===== config.mk =====
export PLATFORM = sky130hd
export DESIGN_NAME = io_axil_responder
export DESIGN_NICKNAME = d
export VERILOG_FILES = /design/src/rtl/io_pkg.sv /design/src/rtl/io_fifo.sv /design/src/rtl/io_axil_responder.sv
export SDC_FILE = /design/constraint.sdc
export NUM_CORES = 1
export LEC_CHECK = 0
export BUFFER_PORTS_ARGS = -buffer_cell sky130_fd_sc_hd__buf_2
export CAP_MARGIN = 20
export CORE_UTILIZATION = 62
export CTS_BUF_LIST = sky130_fd_sc_hd__clkbuf_2
export CTS_CLUSTER_SIZE = 25
export DETAILED_ROUTE_END_ITERATION = 12
export GPL_TIMING_DRIVEN = 0
export PLACE_DENSITY = 0.86
export SKIP_LAST_GASP = 1
export SLEW_MARGIN = 20
export SYNTH_ARGS = -nofsm -noshare
export SYNTH_HDL_FRONTEND = slang
export SYNTH_SLANG_ARGS = --single-unit

===== constraint.sdc =====
create_clock -name CLK -period 8.3 [get_ports CLK]
set_clock_uncertainty 0.2 [all_clocks]
set_input_delay 0.415 -clock CLK [delete_from_list [all_inputs] [get_ports CLK]]
set_output_delay 0.415 -clock CLK [all_outputs]
set_load 0.01 [all_outputs]

===== src/rtl/io_pkg.sv =====
// io_pkg: shared constants and types for the AXI4-Lite I/O responder.
//   - Register map addresses (RX data, TX data, STATUS)
//   - AXI response codes
//   - Write / read FSM state encodings
//   - status_word(): packs the STATUS register
package io_pkg;

    localparam logic [3:0] IO_ADDR_RX   = 4'h0;
    localparam logic [3:0] IO_ADDR_TX   = 4'h4;
    localparam logic [3:0] IO_ADDR_STAT = 4'h8;

    localparam logic [1:0] RESP_OKAY   = 2'b00;
    localparam logic [1:0] RESP_SLVERR = 2'b10;

    typedef enum logic [1:0] {
        W_IDLE = 2'd0,
        W_EXEC = 2'd1,
        W_RESP = 2'd2
    } w_state_e;

    typedef enum logic [1:0] {
        R_IDLE = 2'd0,
        R_EXEC = 2'd1,
        R_RESP = 2'd2
    } r_state_e;

    // STATUS: bit0 rx_nonempty, bit1 tx_full, bit2 tx_empty, rest zero.
    function automatic logic [31:0] status_word(input logic rx_nonempty,
                                                input logic tx_full,
                                                input logic tx_empty);
        return {29'd0, tx_empty, tx_full, rx_nonempty};
    endfunction

endpackage


===== src/rtl/io_fifo.sv =====
// io_fifo: first-word-fall-through FIFO used for both byte directions.
// Ports:
//   clk, rst_n   clock, asynchronous active-low reset (empties the FIFO)
//   push, din    write request and data; refused while full
//   pop          read request; ignored while empty
//   dout         head entry (valid whenever !empty)
//   full, empty  occupancy flags
// Parameters: DEPTH (power of two, >= 2), WIDTH.
module io_fifo #(
    parameter int DEPTH = 8,
    parameter int WIDTH = 8
) (
    input  logic             clk,
    input  logic             rst_n,
    input  logic             push,
    input  logic             pop,
    input  logic [WIDTH-1:0] din,
    output logic [WIDTH-1:0] dout,
    output logic             full,
    output logic             empty
);

    localparam int PTR_W = $clog2(DEPTH);
    localparam int CNT_W = PTR_W + 1;
    localparam logic [CNT_W-1:0] FULL_CNT = CNT_W'(DEPTH);

    logic [WIDTH-1:0] mem_q [DEPTH];
    logic [PTR_W-1:0] wr_ptr_q;
    logic [PTR_W-1:0] rd_ptr_q;
    logic [CNT_W-1:0] count_q;
    logic             do_push;
    logic             do_pop;

    assign full    = (count_q == FULL_CNT);
    assign empty   = (count_q == '0);
    assign do_push = push && !full;
    assign do_pop  = pop && !empty;
    assign dout    = mem_q[rd_ptr_q];

    // Pointers wrap naturally because DEPTH is a power of two.
    always_ff @(posedge clk or negedge rst_n) begin
        if (!rst_n) begin
            wr_ptr_q <= '0;
            rd_ptr_q <= '0;
            count_q  <= '0;
        end else begin
            if (do_push) wr_ptr_q <= wr_ptr_q + PTR_W'(1);
            if (do_pop)  rd_ptr_q <= rd_ptr_q + PTR_W'(1);
            case ({do_push, do_pop})
                2'b10:   count_q <= count_q + CNT_W'(1);
                2'b01:   count_q <= count_q - CNT_W'(1);
                default: count_q <= count_q;
            endcase
        end
    end

    // Storage needs no reset: entries are only visible once counted.
    always_ff @(posedge clk) begin
        if (do_push) mem_q[wr_ptr_q] <= din;
    end

endmodule


===== src/rtl/io_axil_responder.sv =====
// io_axil_responder: AXI4-Lite responder bridging register accesses to a
// TX and an RX byte stream, each buffered by an io_fifo.
// Ports:
//   CLK, RST_N               clock, asynchronous active-low reset
//   S_AXI_AW*/W*/B*          write address, data, response channels
//   S_AXI_AR*/R*             read address, data channels
//   TX_DATA/VALID/READY      outgoing byte stream (TX FIFO head)
//   RX_DATA/VALID/READY      incoming byte stream (into RX FIFO)
// Register map: 0x0 RX pop, 0x4 TX push (WSTB[0]), 0x8 STATUS, others SLVERR.
// Build option: define IO_BLOCKING_EN to stall W_EXEC on a full TX FIFO and
// R_EXEC on an empty RX FIFO instead of answering SLVERR.
//
// Handshakes: a transfer happens on a rising edge where VALID and READY are
// both 1. A source holds VALID and its payload stable until that edge; this
// block's VALID outputs and their payloads are registered and only change on
// the accepting edge.
module io_axil_responder #(
    parameter int FIFO_DEPTH = 8
) (
    input  logic        CLK,
    input  logic        RST_N,
    input  logic [3:0]  S_AXI_AWADDR,
    input  logic        S_AXI_AWVALID,
    output logic        S_AXI_AWREADY,
    input  logic [31:0] S_AXI_WDATA,
    input  logic [3:0]  S_AXI_WSTB,
    input  logic        S_AXI_WVALID,
    output logic        S_AXI_WREADY,
    output logic [1:0]  S_AXI_BRESP,
    output logic        S_AXI_BVALID,
    input  logic        S_AXI_BREADY,
    input  logic [3:0]  S_AXI_ARADDR,
    input  logic        S_AXI_ARVALID,
    output logic        S_AXI_ARREADY,
    output logic [31:0] S_AXI_RDATA,
    output logic [1:0]  S_AXI_RRESP,
    output logic        S_AXI_RVALID,
    input  logic        S_AXI_RREADY,
    output logic [7:0]  TX_DATA,
    output logic        TX_VALID,
    input  logic        TX_READY,
    input  logic [7:0]  RX_DATA,
    input  logic        RX_VALID,
    output logic        RX_READY
);

    import io_pkg::*;

    // Held low through reset so no address channel is accepted before the
    // first edge after RST_N releases.
    logic ready_q;

    // TX / RX FIFO wiring
    logic       tx_push, tx_pop, tx_full, tx_empty;
    logic [7:0] tx_dout;
    logic       rx_push, rx_pop, rx_full, rx_empty;
    logic [7:0] rx_dout;

    // Write path state
    w_state_e   w_state_q;
    logic       aw_cap_q, w_cap_q;
    logic [3:0] waddr_q;
    logic [7:0] wbyte_q;
    logic       wstb0_q;
    logic       bvalid_q;
    logic [1:0] bresp_q;
    logic       aw_hs, w_hs, w_tx_req, w_stall;
    logic [1:0] w_resp_sel;

    // Read path state
    r_state_e    r_state_q;
    logic [3:0]  raddr_q;
    logic        rvalid_q;
    logic [31:0] rdata_q;
    logic [1:0]  rresp_q;
    logic        ar_hs, r_stall;
    logic [31:0] r_data_sel;
    logic [1:0]  r_resp_sel;

    // Only the low data byte and its strobe reach the TX stream.
    logic unused_wbits;
    assign unused_wbits = ^{S_AXI_WDATA[31:8], S_AXI_WSTB[3:1]};

    always_ff @(posedge CLK or negedge RST_N) begin
        if (!RST_N) ready_q <= 1'b0;
        else        ready_q <= 1'b1;
    end

    io_fifo #(.DEPTH(FIFO_DEPTH), .WIDTH(8)) u_tx_fifo (
        .clk   (CLK),
        .rst_n (RST_N),
        .push  (tx_push),
        .pop   (tx_pop),
        .din   (wbyte_q),
        .dout  (tx_dout),
        .full  (tx_full),
        .empty (tx_empty)
    );

    io_fifo #(.DEPTH(FIFO_DEPTH), .WIDTH(8)) u_rx_fifo (
        .clk   (CLK),
        .rst_n (RST_N),
        .push  (rx_push),
        .pop   (rx_pop),
        .din   (RX_DATA),
        .dout  (rx_dout),
        .full  (rx_full),
        .empty (rx_empty)
    );

    // Stream side
    assign TX_VALID = !tx_empty;
    assign TX_DATA  = tx_dout;
    assign tx_pop   = TX_VALID && TX_READY;
    assign RX_READY = ready_q && !rx_full;
    assign rx_push  = RX_VALID && RX_READY;

    // ---------------- Write path ----------------
    assign S_AXI_AWREADY = ready_q && (w_state_q == W_IDLE) && !aw_cap_q;
    assign S_AXI_WREADY  = ready_q && (w_state_q == W_IDLE) && !w_cap_q;
    assign aw_hs         = S_AXI_AWVALID && S_AXI_AWREADY;
    assign w_hs          = S_AXI_WVALID && S_AXI_WREADY;
    assign S_AXI_BVALID  = bvalid_q;
    assign S_AXI_BRESP   = bresp_q;

    assign w_tx_req = (waddr_q == IO_ADDR_TX) && wstb0_q;
    assign tx_push  = (w_state_q == W_EXEC) && w_tx_req && !tx_full;

`ifdef IO_BLOCKING_EN
    assign w_stall = w_tx_req && tx_full;
`else
    assign w_stall = 1'b0;
`endif

    // A full TX FIFO only yields SLVERR when not stalling; with stalling the
    // FSM leaves W_EXEC only once the push succeeds, so the response is OKAY.
    always_comb begin
        w_resp_sel = RESP_OKAY;
        case (waddr_q)
            IO_ADDR_RX, IO_ADDR_STAT: w_resp_sel = RESP_OKAY;
            IO_ADDR_TX: if (w_tx_req && tx_full) w_resp_sel = RESP_SLVERR;
            default:    w_resp_sel = RESP_SLVERR;
        endcase
    end

    always_ff @(posedge CLK or negedge RST_N) begin
        if (!RST_N) begin
            w_state_q <= W_IDLE;
            aw_cap_q  <= 1'b0;
            w_cap_q   <= 1'b0;
            waddr_q   <= '0;
            wbyte_q   <= '0;
            wstb0_q   <= 1'b0;
            bvalid_q  <= 1'b0;
            bresp_q   <= RESP_OKAY;
        end else begin
            case (w_state_q)
                W_IDLE: begin
                    if (aw_hs) waddr_q <= S_AXI_AWADDR;
                    if (w_hs) begin
                        wbyte_q <= S_AXI_WDATA[7:0];
                        wstb0_q <= S_AXI_WSTB[0];
                    end
                    // AW and W may arrive in either order or together.
                    if ((aw_cap_q || aw_hs) && (w_cap_q || w_hs)) begin
                        aw_cap_q  <= 1'b0;
                        w_cap_q   <= 1'b0;
                        w_state_q <= W_EXEC;
                    end else begin
                        aw_cap_q <= aw_cap_q || aw_hs;
                        w_cap_q  <= w_cap_q || w_hs;
                    end
                end
                W_EXEC: begin
                    if (!w_stall) begin
                        bresp_q   <= w_resp_sel;
                        bvalid_q  <= 1'b1;
                        w_state_q <= W_RESP;
                    end
                end
                W_RESP: begin
                    if (S_AXI_BREADY) begin
                        bvalid_q  <= 1'b0;
                        w_state_q <= W_IDLE;
                    end
                end
                default: w_state_q <= W_IDLE;
            endcase
        end
    end

    // ---------------- Read path ----------------
    assign S_AXI_ARREADY = ready_q && (r_state_q == R_IDLE);
    assign ar_hs         = S_AXI_ARVALID && S_AXI_ARREADY;
    assign S_AXI_RVALID  = rvalid_q;
    assign S_AXI_RDATA   = rdata_q;
    assign S_AXI_RRESP   = rresp_q;

    assign rx_pop = (r_state_q == R_EXEC) && (raddr_q == IO_ADDR_RX) && !rx_empty;

`ifdef IO_BLOCKING_EN
    assign r_stall = (raddr_q == IO_ADDR_RX) && rx_empty;
`else
    assign r_stall = 1'b0;
`endif

    always_comb begin
        r_data_sel = '0;
        r_resp_sel = RESP_OKAY;
        case (raddr_q)
            IO_ADDR_RX: begin
                if (rx_empty) r_resp_sel = RESP_SLVERR;
                else          r_data_sel = {24'd0, rx_dout};
            end
            IO_ADDR_TX:   r_data_sel = '0;
            IO_ADDR_STAT: r_data_sel = status_word(!rx_empty, tx_full, tx_empty);
            default:      r_resp_sel = RESP_SLVERR;
        endcase
    end

    always_ff @(posedge CLK or negedge RST_N) begin
        if (!RST_N) begin
            r_state_q <= R_IDLE;
            raddr_q   <= '0;
            rvalid_q  <= 1'b0;
            rdata_q   <= '0;
            rresp_q   <= RESP_OKAY;
        end else begin
            case (r_state_q)
                R_IDLE: begin
                    if (ar_hs) begin
                        raddr_q   <= S_AXI_ARADDR;
                        r_state_q <= R_EXEC;
                    end
                end
                R_EXEC: begin
                    if (!r_stall) begin
                        rdata_q   <= r_data_sel;
                        rresp_q   <= r_resp_sel;
                        rvalid_q  <= 1'b1;
                        r_state_q <= R_RESP;
                    end
                end
                R_RESP: begin
                    if (S_AXI_RREADY) begin
                        rvalid_q  <= 1'b0;
                        r_state_q <= R_IDLE;
                    end
                end
                default: r_state_q <= R_IDLE;
            endcase
        end
    end

endmodule


# Word-level counts from Yosys, hierarchy flattened

Memory sizes are Yosys's and may differ from the RTL's.
Index checks and enable logic that the tools add are counted.
W data, S select, Z words.

Register bits after elaboration: 82
Latch bits: 0
Memory bits (writable): 128
ROM bits: 0
Input port bits: 61
Output and inout bits: 51
Logic and storage cells: 120
Memories: 2

Memory list:

| memory          | depth | width | rd ports | clocked after Yosys merged registers in | wr ports | RTL line      | source |
|---|---|---|---|---|---|---|---|
| u_rx_fifo.mem_q | 8     | 8     | 1        | 0                                       | 1        | io_fifo.sv:27 | `logic [WIDTH-1:0] mem_q [DEPTH];` |
| u_tx_fifo.mem_q | 8     | 8     | 1        | 0                                       | 1        | io_fifo.sv:27 |  |

Add/sub/neg operators: 8
Multipliers: 0
Div/mod/pow operators: 0
$lt $le $gt $ge: 0
Equality and inequality tests: 18
Shift operators: 0
Multiplexer cells: 24
Bitwise gates (word level): 0
Reduce and logical (&&, ||, !) cells: 48

Operators with widths:

| operator              | count |
|---|---|
| $logic_and A1 B1 Y1   | 21 |
| $eq A4 B4 Y1 const B  | 4 |
| $logic_not A4 Y1      | 4 |
| $pmux W4 S2           | 2 |
| $pmux W8 S2           | 1 |
| $reduce_and A2 Y1     | 7 |
| $add A3 B1 Y3 const B | 4 |
| $mux W2               | 6 |
| $pmux W2 S3           | 2 |
| $add A4 B1 Y4 const B | 2 |
| $eq A2 B1 Y1 const B  | 4 |
| $eq A2 B2 Y1 const B  | 4 |
| $eq A4 B3 Y1 const B  | 2 |
| $mux W1               | 8 |
| $mux W8               | 1 |
| $pmux W2 S2           | 2 |
| $reduce_bool A2 Y1    | 4 |
| $sub A4 B1 Y4 const B | 2 |
| $logic_not A1 Y1      | 6 |
| $ne A2 B2 Y1 const B  | 3 |
| $logic_not A2 Y1      | 2 |
| $pmux W1 S2           | 2 |
| $reduce_or A2 Y1      | 2 |
| $logic_or A1 B1 Y1    | 2 |
| $ne A2 B1 Y1 const B  | 1 |

# Logic depth before layout (Yosys ltp)

Gate-level depths: netlist of the first run.

Depth in word-level cells: 8
Gate-level depth with buffers: 11
Gate-level depth less buffers: 10

# Cells and area by module

A second synthesis of the first run with hierarchy kept.

Cells, all modules: 487
Area total of the unflattened synthesis: 8,056.5 um^2

Modules (own cells, without submodules):

| module            | times used | cells an instance | area each (um^2) | seq. area each (um^2) |
|---|---|---|---|---|
| io_fifo           | 2          | 160               | 3,134.3          | 2,172.1 |
| io_axil_responder | 1          | 167               | 1,788.0          | 900.9 |

# Least setup slack after synthesis of the first run

Ideal clock, no wire load.

Path kind: flip-flop to flip-flop
Start point: register w_state_q[1]
End point: register u_tx_fifo.count_q[2]
Library setup time: 0.127 ns
Arrival: 2.352 ns
Data required time: 7.973 ns
Slack: 5.621 ns
Cell stages (with the launch flop): 12
Buffers on the path: 1
Period minus slack after synthesis: 2.679 ns
Cells stage by stage: dfrtp_1 > buf_2 > or4b_4 > nor3_4 > inv_2 > ha_1 > xor2_1 > ha_1 > a21oi_1 > xor2_1 > nor2_1 > xor2_1

Word-level cells in the longest chain between the ends: 6
Elaborated cells between the ends (all ways): 8
Classes of those cells: 3 x eq/ne; 1 x mux; 4 x reduce/logical

Ends and longest elaborated chain:

| item                                              | RTL line                 | source |
|---|---|---|
| from (decl)                                       | io_axil_responder.sv:60  | `w_state_e w_state_q;` |
| from (signal assigned)                            | io_axil_responder.sv:148 | `w_state_q <= W_IDLE;` |
| from (signal assigned)                            | io_axil_responder.sv:168 | `w_state_q <= W_EXEC;` |
| from (signal assigned)                            | io_axil_responder.sv:178 | `w_state_q <= W_RESP;` |
| $eq A2 B1 Y1 (*)                                  | io_axil_responder.sv:127 | `assign tx_push = (w_state_q == W_EXEC) && w_tx_req && !tx_full;` |
| $logic_and A1 B1 Y1 (*) (2 in series)             | io_axil_responder.sv:127 |  |
| $logic_and A1 B1 Y1 (*)                           | io_fifo.sv:36            | `assign do_push = push && !full;` |
| $eq A2 B1 Y1 or $eq A2 B2 Y1 (tied branches)      | io_fifo.sv:49            | `case ({do_push, do_pop})` |
| $pmux W4 S2 or $reduce_bool A2 Y1 (tied branches) | -                        |  |
| to (signal assigned)                              | io_fifo.sv:50            | `2'b10: count_q <= count_q + CNT_W'(1);` |
| to (signal assigned)                              | io_fifo.sv:51            | `2'b01: count_q <= count_q - CNT_W'(1);` |
| to (signal assigned)                              | io_fifo.sv:52            | `default: count_q <= count_q;` |
| to (decl)                                         | io_fifo.sv:30            | `logic [CNT_W-1:0] count_q;` |

Mark *: on every way between the ends. The rest lies on a longest branch, timed or not.
A chain may end at the register's enable or synchronous reset.

# Worst setup path after layout of the first run

Start point: register u_tx_fifo.rd_ptr_q[1]
End point: output TX_DATA[3]

Word-level cells in the longest chain between the ends: 1

Ends and longest elaborated chain:

| item                   | RTL line                | source |
|---|---|---|
| from (decl)            | io_fifo.sv:29           | `logic [PTR_W-1:0] rd_ptr_q;` |
| from (signal assigned) | io_fifo.sv:48           | `if (do_pop) rd_ptr_q <= rd_ptr_q + PTR_W'(1);` |
| $mem_v2 Z8 W8          | -                       |  |
| to (decl)              | io_axil_responder.sv:39 | `output logic [7:0] TX_DATA,` |

No other way between the ends.

==> results_dict.tcl, run 1 <==
set metrics [dict create \
    status "completed" \
    utilization_pct 75.7 \
    p_leak_nw 3.54 \
    start_kind "register" \
    ys_ff_latch 184 \
    diodes 0 \
    reg2reg_slack_ns 5.20 \
    path_cells "clkbuf_1 -> clkbuf_1 -> mux4_2 -> mux2_2 -> buf_2" \
    dp_cells 701 \
    route.final.wire_length_um 15300 \
    core-area_um2 12100 \
    yosys_most_used_dff "edfxtp_1" \
    max_stage_delay_ns 0.58 \
    cts_setup_buffers 0 \
    route.detailed.drc 0 \
    hold_start "S_AXI_RREADY" \
    stdcell_count 781 \
    via_per_inst 5.53 \
    gpl.final_weighted_congestion 0.759 \
    grt_max_degree 38 \
    initial_core_util_pct 63.9 \
    final_cell_area_um2 9170 \
    dieArea_um2 12900 \
    die_w_um 114 \
    root_buffer "clkbuf_2" \
    critPathTopFamily "buffers and inverters" \
    crit_type "register to output port" \
    cts.path.max_buffers 2 \
    most-common-layout-cells "edfxtp_1, buf_2, dfrtp_1" \
    worst-path-max-fanout 10 \
    hold_viol 0 \
    gr-usage-all-layers_pct 26.2 \
    synth_seq_area_share_pct 67.7 \
    crit_arrival_ns 3.09 \
    hold_slack_ns 0.174 \
    finalSetupTns_ns 0 \
    crit_path_end_kind "output port" \
    final_common_cell "edfxtp_1" \
    rsz0062_at_grt "no" \
    maxCapViolCount 0 \
    nets 671 \
    cp.required_ns 7.69 \
    numPortBuffers 58 \
    wl_per_cell_um 19.6 \
    syn_avg_cell_area_um2 17.3 \
    routed-via-count 4320 \
    ir_worst_vdd_v 0.000198 \
    rr_worst_depth 10 \
    cts_tree "yes" \
    clkSinkCount 184 \
    h-tree-depth 4 \
    ant_nets 0 \
    area.growth.synth_to_final_pct 18.4 \
    min_to "r_state_q[1]" \
    r2r_end "u_rx_fifo.count_q[2]" \
    path_buf_inv 3 \
    dp.final_hpwl_um 9530 \
    cts_buffers 17 \
    setup_viol 0 \
    grt_overflow_total 0 \
    period_share_pct 44.6 \
    power.density_nw_per_um2 283 \
    worst_pin_slew_ns 0.945 \
    place_area_um2 8380 \
    hold_depth 3 \
    clk_latency_ns 0.76 \
    clk_pin_slew_ns 0.27 \
    firstDrtPassIters 5 \
    hold_class "input port to register" \
    first_global_vias 4586 \
    drv_slew 0 \
    worstSetupPathDepth 5 \
    fin_crit_ns 3.70 \
    die_h_um 114 \
    rows 40 \
    drt_iter0_drc 326 \
    reg2reg_from "raddr_q[1]" \
    syn-cell-area_um2 7740 \
    drive_gt1_share_pct 28.9 \
    grt_pass1_wl_um 24300 \
    antenna_found_initial 0 \
    ys_warn_count 0 \
    synth_cell_types 53 \
    postSynthCellCount 448 \
    crit_top_cell "clkbuf_1" \
    pin_count 112 \
    slowest_stage "clkbuf_1" \
    synthArstFlopShare_pct 30.4 \
    clock.fmax_mhz 270 \
    maxSlewHeadroom_pct 36.8 \
    synth-edff-count 128 \
]
[synth_stat cells (8+ instances only)]
master | count | area, um2
buf_4 | 26 | 195
ha_1 | 10 | 125
mux4_1 | 15 | 394
mux4_2 | 17 | 383
edfxtp_1 | 128 | 3840
nor2_1 | 23 | 86.3
mux2_1 | 19 | 214
xor2_1 | 10 | 87.6
nand2b_1 | 9 | 56.3
dfrtp_1 | 56 | 1400
nand2_1 | 15 | 56.3
a21oi_1 | 12 | 60.1
xnor2_1 | 8 | 70.1
mux2_2 | 19 | 214
[worst reg2reg max path, cell delays in order, from the launching register on]
cell     delay, ns
dfrtp_1       0.49
or3_1         0.42
nor4_2        0.35
buf_2         0.35
ha_1          0.33
xor2_1        0.19
ha_1          0.18
a21oi_1       0.06
xor2_1        0.15
nor2_1        0.13
xor2_1        0.17
[report_power, final]
group	internal (W)	switching, W
clock	0.000236	0.000317
sequential	0.00116	0.000150
combinational	0.000394	0.000339
[sequential cells by signal, summed over array words and instances, names as in the netlist, 4 cells and up]
signal,count
u_rx_fifo.count_q,4
wbyte_q,8
u_rx_fifo.mem_q,64
u_tx_fifo.mem_q,64
S_AXI_RDATA,8
waddr_q,4
u_tx_fifo.count_q,4
raddr_q,4
[kinds of logic after synthesis]
| kind of cell | synth area share (%) |
|---|---|
| AO/OA/AOI/OAI | 2.79 |
| XOR/XNOR | 2.04 |
| adder cells (fa/ha/maj) | 1.62 |
| buffers and inverters | 4.14 |
| flip-flops | 67.7 |
| multiplexers | 15.8 |
| other | 0.0970 |
| AND/OR/NAND/NOR | 5.85 |
[routing by layer]
| metal | vias up | share of wire [%] | global-route usage, % |
|---|---|---|---|
| met5 | - | 0 | 0 |
| li1 | 1980 | - | - |
| met2 | 138 | 54 | 45.8 |
| met3 | 33 | 4.6 | 6.16 |
| met1 | 2169 | 39 | 30.7 |
| met4 | 0 | 2.8 | 13.0 |
[worst max path at each step]
stage          slack, ns                    end             startpoint
3_3_place_gp        5.18  u_tx_fifo.mem_q[4][5]           w_state_q[1]
5_1_grt             4.45             TX_DATA[3]  u_tx_fifo.rd_ptr_q[1]
2_1_floorplan       5.62   u_tx_fifo.count_q[2]           w_state_q[1]
3_5_place_dp        5.36   u_tx_fifo.count_q[2]           w_state_q[1]
6_report            4.60             TX_DATA[3]  u_tx_fifo.rd_ptr_q[1]
4_1_cts             4.56             TX_DATA[3]  u_tx_fifo.rd_ptr_q[1]
[metrics by stage]
step                total power [W]  setup slack, ns
CTS                         0.00260             4.56
global route                0.00273             4.45
floorplan                   0.00177             5.62
finish                      0.00260             4.60
global placement            0.00194             5.18
detailed placement          0.00199             5.36
[repair_timing]
item                                    4_1_cts  5_1_grt
gates resized for setup                       0        0
endpoints found under the hold margin       151        0
endpoints found under the setup margin        0        0
hold buffers                                 48        0
[area by class of cell]
type	count	area (um2)
clock buffer	17	85.1
multi-input combinational	241	2290
buffer	42	298
fill	733	2940
sequential	184	5250
inverter	6	22.5
timing repair buffer	108	783
clock inverter	15	236
tap	168	210
Note: power is estimated with default switching activity, not from simulation.
==> inputs of run 2 (changes only) <==
--- a/config.mk
+++ b/config.mk
@@ -7,12 +7,12 @@
 export LEC_CHECK = 0
 export BUFFER_PORTS_ARGS = -buffer_cell sky130_fd_sc_hd__buf_2
 export CAP_MARGIN = 20
-export CORE_UTILIZATION = 62
+export CORE_UTILIZATION = 53
 export CTS_BUF_LIST = sky130_fd_sc_hd__clkbuf_2
 export CTS_CLUSTER_SIZE = 25
 export DETAILED_ROUTE_END_ITERATION = 12
 export GPL_TIMING_DRIVEN = 0
-export PLACE_DENSITY = 0.86
+export PLACE_DENSITY = 0.78
 export SKIP_LAST_GASP = 1
 export SLEW_MARGIN = 20
 export SYNTH_ARGS = -nofsm -noshare
==> constraint.sdc (replaced) <==
create_clock -name CLK -period 3.15 [get_ports CLK]
set_clock_uncertainty 0.2 [all_clocks]
set_input_delay 0.1575 -clock CLK [delete_from_list [all_inputs] [get_ports CLK]]
set_output_delay 0.1575 -clock CLK [all_outputs]
set_load 0.01 [all_outputs]
==> run 2 against run 1 <==
  * Sequential power increased to 2.6 times the previous value
  * Clock-buffer cell count increased by 1
  * Die area increased by 17%
  * Routed wire length decreased by 4.5%
  * Non-clock buffer count increased by 28
  * Final cell count increased by 5.4%
  * Flip-flop and latch count unchanged
  * Total power increased to 2.5 times the previous value
  * Sequential share of layout area decreased by 1.6 points
  * Largest cell class unchanged
  * Largest power group unchanged
  * Highest routed layer unchanged
==> results_dict.tcl, run 2 (synthesis gave the netlist of run 1 again) <==
set metrics [dict create \
    dp_cells 711 \
    gr-usage-all-layers_pct 21.6 \
    crit_path_end_kind "register" \
    h-tree-depth 4 \
    setup_viol 0 \
    dieArea_um2 15100 \
    ir_worst_vdd_v 0.000407 \
    route.final.wire_length_um 14600 \
    die_w_um 123 \
    pin_count 112 \
    utilization_pct 67.2 \
    clk_pin_slew_ns 0.27 \
    cts_tree "yes" \
    period_share_pct 95.4 \
    maxSlewHeadroom_pct 33.7 \
    drv_slew 0 \
    final_common_cell "edfxtp_1" \
    nets 699 \
    clockPowerShare_pct 17.7 \
    root_buffer "clkbuf_2" \
    worst_pin_slew_ns 0.990 \
    antenna_found_initial 1 \
    firstDrtPassIters 4 \
    first_global_vias 4563 \
    reg2reg_slack_ns 0.15 \
    dp.final_hpwl_um 9060 \
    clk_latency_ns 0.77 \
    clock.fmax_mhz 333 \
    crit_arrival_ns 3.49 \
    drt_iter0_drc 332 \
    p_leak_nw 3.63 \
    seqPwrFrac_pct 52.9 \
    grt_overflow_total 0 \
    fin_crit_ns 3.00 \
    p_int_w 0.00440 \
    status "completed" \
    wl_per_cell_um 17.7 \
    rows 43 \
    reg.largest.list "u_rx_fifo.mem_q (64), u_tx_fifo.mem_q (64)" \
    maxCapViolCount 0 \
    drive_gt1_share_pct 27.5 \
    power_switching_w 0.00213 \
    worst-path-max-fanout 9 \
    via_per_inst 5.33 \
    cp-startpoint "w_state_q[1]" \
    hold_viol 0 \
    route.detailed.drc 0 \
    reg2reg_from "w_state_q[1]" \
    most-common-layout-cells "edfxtp_1, dlygate4sd3_1, buf_2" \
    cp.required_ns 3.64 \
    stdcell_count 823 \
    gpl.final_weighted_congestion 0.756 \
    cts_setup_buffers 0 \
    hold_start "TX_READY" \
    power.density_nw_per_um2 692 \
    grt_max_degree 57 \
    rsz0062_at_grt "no" \
    crit_type "register to register" \
    ff_latch_area_um2 5250 \
    cts.path.max_buffers 2 \
    hold_class "input port to register" \
    final_cell_area_um2 9440 \
    area.growth.synth_to_final_pct 21.9 \
    combPwrFrac_pct 29.4 \
    core-area_um2 14000 \
    swShare_pct 32.6 \
    die_h_um 123 \
    fill_cells 975 \
    multi_input_area_um2 2290 \
    start_kind "register" \
    grt_pass1_wl_um 23400 \
    numPortBuffers 58 \
    routed-via-count 4389 \
    place_area_um2 8380 \
    initial_core_util_pct 55.2 \
    ant_nets 0 \
    cts_buffers 17 \
    finalSetupTns_ns 0 \
    clkSinkCount 184 \
]
-- run 2: power by group through the flow --
stage / Clock, W / Sequential [W] / Combinational [W]
2_1_floorplan: 0 / 0.00339 / 0.00128
4_1_cts: 0.00118 / 0.00345 / 0.00193
3_3_place_gp: 0 / 0.00344 / 0.00168
3_5_place_dp: 0 / 0.00348 / 0.00175
6_report: 0.00115 / 0.00345 / 0.00192
5_1_grt: 0.00126 / 0.00352 / 0.00210
-- run 2: worst paths after layout --
kind | endpoint | cells past startpoint
min in group asynchronous | wbyte_q[7] | 4
max in group asynchronous | u_rx_fifo.wr_ptr_q[2] | 4
worst min-delay path | u_tx_fifo.rd_ptr_q[0] | 4
worst min register to register | u_tx_fifo.count_q[3] | 1
worst max register to register | u_tx_fifo.count_q[2] | 11
worst max-delay path | u_tx_fifo.count_q[2] | 11
-- run 2: per-stage QoR --
stage                     power, W  worst slack, ns  hold slack, ns
after floorplan            0.00467            0.471          -0.338
after global placement     0.00511          -0.0466           0.154
after detailed placement   0.00524            0.237          0.0747
after CTS                  0.00656           0.0101        0.000263
after global routing       0.00689           0.0233          0.0413
final                      0.00653            0.146          0.0508
-- run 2: worst max-delay path, cell delays in order (launching register included) --
cell     delay (ns)
dfrtp_1        0.42
buf_2          0.17
or4b_4         0.52
nor3_4         0.31
inv_2          0.11
ha_1           0.26
xor2_1         0.19
ha_1           0.20
a21oi_1        0.15
xor2_1         0.18
nor2_1         0.08
xor2_1         0.14
-- run 2: layout make-up --
class | count | area share, %
inverter | 6 | 0.239
clock inverter | 14 | 1.60
sequential | 184 | 55.6
buffer | 41 | 3.22
timing repair buffer | 137 | 11.7
antenna | 2 | 0.0530
clock buffer | 18 | 0.955
tap | 180 | 2.39
multi-input combinational | 241 | 24.3
-- run 2: per-layer routing --
metal | GRT usage (%) | wire length [um] | vias to the layer above | part of all wire, %
met5 | 0 | 0 | - | 0
met4 | 9.83 | 335 | 0 | 2.3
met3 | 4.28 | 517 | 29 | 3.5
met2 | 38.3 | 7870 | 108 | 54
met1 | 25.2 | 5890 | 2213 | 40
li1 | - | - | 2039 | -
-- run 2: what timing repair did --
item,CTS,global route
hold buffers,79,0
gates resized for setup,3,1
endpoints found under the hold margin,156,0
endpoints found under the setup margin,8,8
==> inputs of run 3 (changes only) <==
--- a/config.mk
+++ b/config.mk
@@ -5,7 +5,8 @@
 export SDC_FILE = /design/constraint.sdc
 export NUM_CORES = 1
 export LEC_CHECK = 0
-export BUFFER_PORTS_ARGS = -buffer_cell sky130_fd_sc_hd__buf_2
+export ABC_CLOCK_PERIOD_IN_PS = 3150
+export BUFFER_PORTS_ARGS = -buffer_cell sky130_fd_sc_hd__clkbuf_2
 export CAP_MARGIN = 20
 export CORE_UTILIZATION = 53
 export CTS_BUF_LIST = sky130_fd_sc_hd__clkbuf_2
==> run 3 against run 2 <==
  * Design area is 0.65% higher
  * Die area stayed put
  * Global-route usage is 0.40 points higher
  * Sequential share of layout area is 0.36 points lower
  * Setup slack better by 0.067 ns
  * Critical path type is now register to output port
==> results_dict.tcl, run 3 (synthesis gave the netlist of run 1 again) <==
set metrics [dict create \
    place_area_um2 8400 \
    stdcell_count 826 \
    gr-usage-all-layers_pct 22.0 \
    hold_depth 4 \
    final_common_cell "edfxtp_1" \
    gpl.final_weighted_congestion 0.757 \
    ant_nets 0 \
    pin_count 112 \
    drive_gt1_share_pct 27.2 \
    grt_overflow_total 0 \
    initial_core_util_pct 55.2 \
    cts_setup_buffers 0 \
    dp_cells 712 \
    routed-via-count 4372 \
    route.detailed.drc 0 \
    first_global_vias 4506 \
    max_stage_delay_ns 0.53 \
    rsz0062_at_grt "no" \
    start_kind "register" \
    clock.fmax_mhz 340 \
    die_h_um 123 \
    most-common-layout-cells "edfxtp_1, dlygate4sd3_1, clkbuf_2" \
    route.final.wire_length_um 14800 \
    area.growth.synth_to_final_pct 22.6 \
    numPortBuffers 58 \
    slowest_stage "mux4_2" \
    rr_worst_depth 10 \
    via_per_inst 5.29 \
    rows 43 \
    cts.path.max_buffers 2 \
    power.density_nw_per_um2 694 \
    reg2reg_slack_ns 0.22 \
    maxSlewHeadroom_pct 37.3 \
    grt_pass1_wl_um 23600 \
    final_cell_area_um2 9500 \
    status "completed" \
    reg.largest.list "u_rx_fifo.mem_q (64), u_tx_fifo.mem_q (64)" \
    firstDrtPassIters 4 \
    hold_class "input port to register" \
    crit_arrival_ns 2.58 \
    worst-path-max-fanout 10 \
    dieArea_um2 15100 \
    p_leak_nw 3.67 \
    wl_per_cell_um 18.0 \
    root_buffer "clkbuf_2" \
    h-tree-depth 4 \
    antenna_found_initial 0 \
    diodes 0 \
    core-area_um2 14000 \
    hold_slack_ns 0.0938 \
    path_cells "clkbuf_4 -> buf_6 -> mux4_2 -> mux2_2 -> clkbuf_2" \
    ir_worst_vdd_v 0.000406 \
    clk_pin_slew_ns 0.26 \
    period_share_pct 93.3 \
    fin_crit_ns 2.94 \
    cts_buffers 17 \
    hold_viol 0 \
    p_total_w 0.00660 \
    cts_tree "yes" \
    finalSetupTns_ns 0 \
    cp.required_ns 2.79 \
    die_w_um 123 \
    worst_pin_slew_ns 0.937 \
    grt_max_degree 31 \
    drv_slew 0 \
    dp.final_hpwl_um 9270 \
    setup_viol 0 \
    drt_iter0_drc 286 \
    clkSinkCount 184 \
    nets 705 \
    fill_cells 955 \
    clk_latency_ns 0.76 \
    crit_type "register to output port" \
    maxCapViolCount 0 \
    crit_path_end_kind "output port" \
]
==> run 3: cell count changes in the layout (fill, tap and decap cells not counted), moves of 2 or more <==
cell	before	now
buf_12	1	3
buf_2	61	4
clkbuf_2	19	75
clkinv_4	3	5
diode_2	2	0
dlygate4sd3_1	78	83
inv_6	4	0
inv_8	3	6
==> run 3: report_power, final <==
group	internal, W	switching, W
logic	0.00111	0.000871
registers	0.00306	0.000401
clock network	0.000264	0.000887
total	0.00444	0.00216
==> run 3: layout make-up <==
class | instances | area (um2) | share of cell area, %
buffer | 41 | 304 | 3.20
tap | 180 | 225 | 2.37
inverter | 6 | 22.5 | 0.237
clock inverter | 14 | 160 | 1.69
clock buffer | 17 | 85.1 | 0.896
timing repair buffer | 143 | 1160 | 12.2
sequential | 184 | 5250 | 55.2
multi-input combinational | 241 | 2290 | 24.1
==> run 3: repair_timing <==
| item | in CTS | in global routing |
|---|---|---|
| resized for setup | 3 | 1 |
| setup endpoints to repair | 8 | 9 |
| hold endpoints to repair | 158 | 0 |
| pin swaps | 0 | 1 |
| hold buffers | 84 | 0 |
==> run 3: final timing paths <==
path	to	start
hold / removal	w_state_q[1]	S_AXI_BREADY
hold reg to reg	u_tx_fifo.count_q[3]	u_tx_fifo.count_q[3]
max in group asynchronous	u_tx_fifo.rd_ptr_q[1]	RST_N
setup / recovery	TX_DATA[2]	u_tx_fifo.rd_ptr_q[0]
min in group asynchronous	wbyte_q[1]	RST_N
setup reg to reg	u_rx_fifo.count_q[2]	u_rx_fifo.count_q[2]
==> run 3: stage by stage <==
step	utilization [%]	worst slack (ns)
floorplan	-	0.471
global placement	59.5	-0.0406
detailed placement	59.8	0.220
CTS	67.6	0.0219
global route	67.6	0.0143
finish	67.6	0.213
==> run 3: routing by layer <==
layer  part of all wire (%)  vias to the layer above  GRT usage [%]
met3                    4.1                       29           4.88
met5                      0                        -              0
li1                       -                     2051              -
met4                    2.5                        0           9.45
met2                     55                      108           39.2
met1                     39                     2184           25.3
==> run 3: critical path: cells and delay by family, from the launching register on <==
family	cells	cell delay [ns]
buffers and inverters	3	0.60
flip-flops	1	0.42
multiplexers	2	0.81
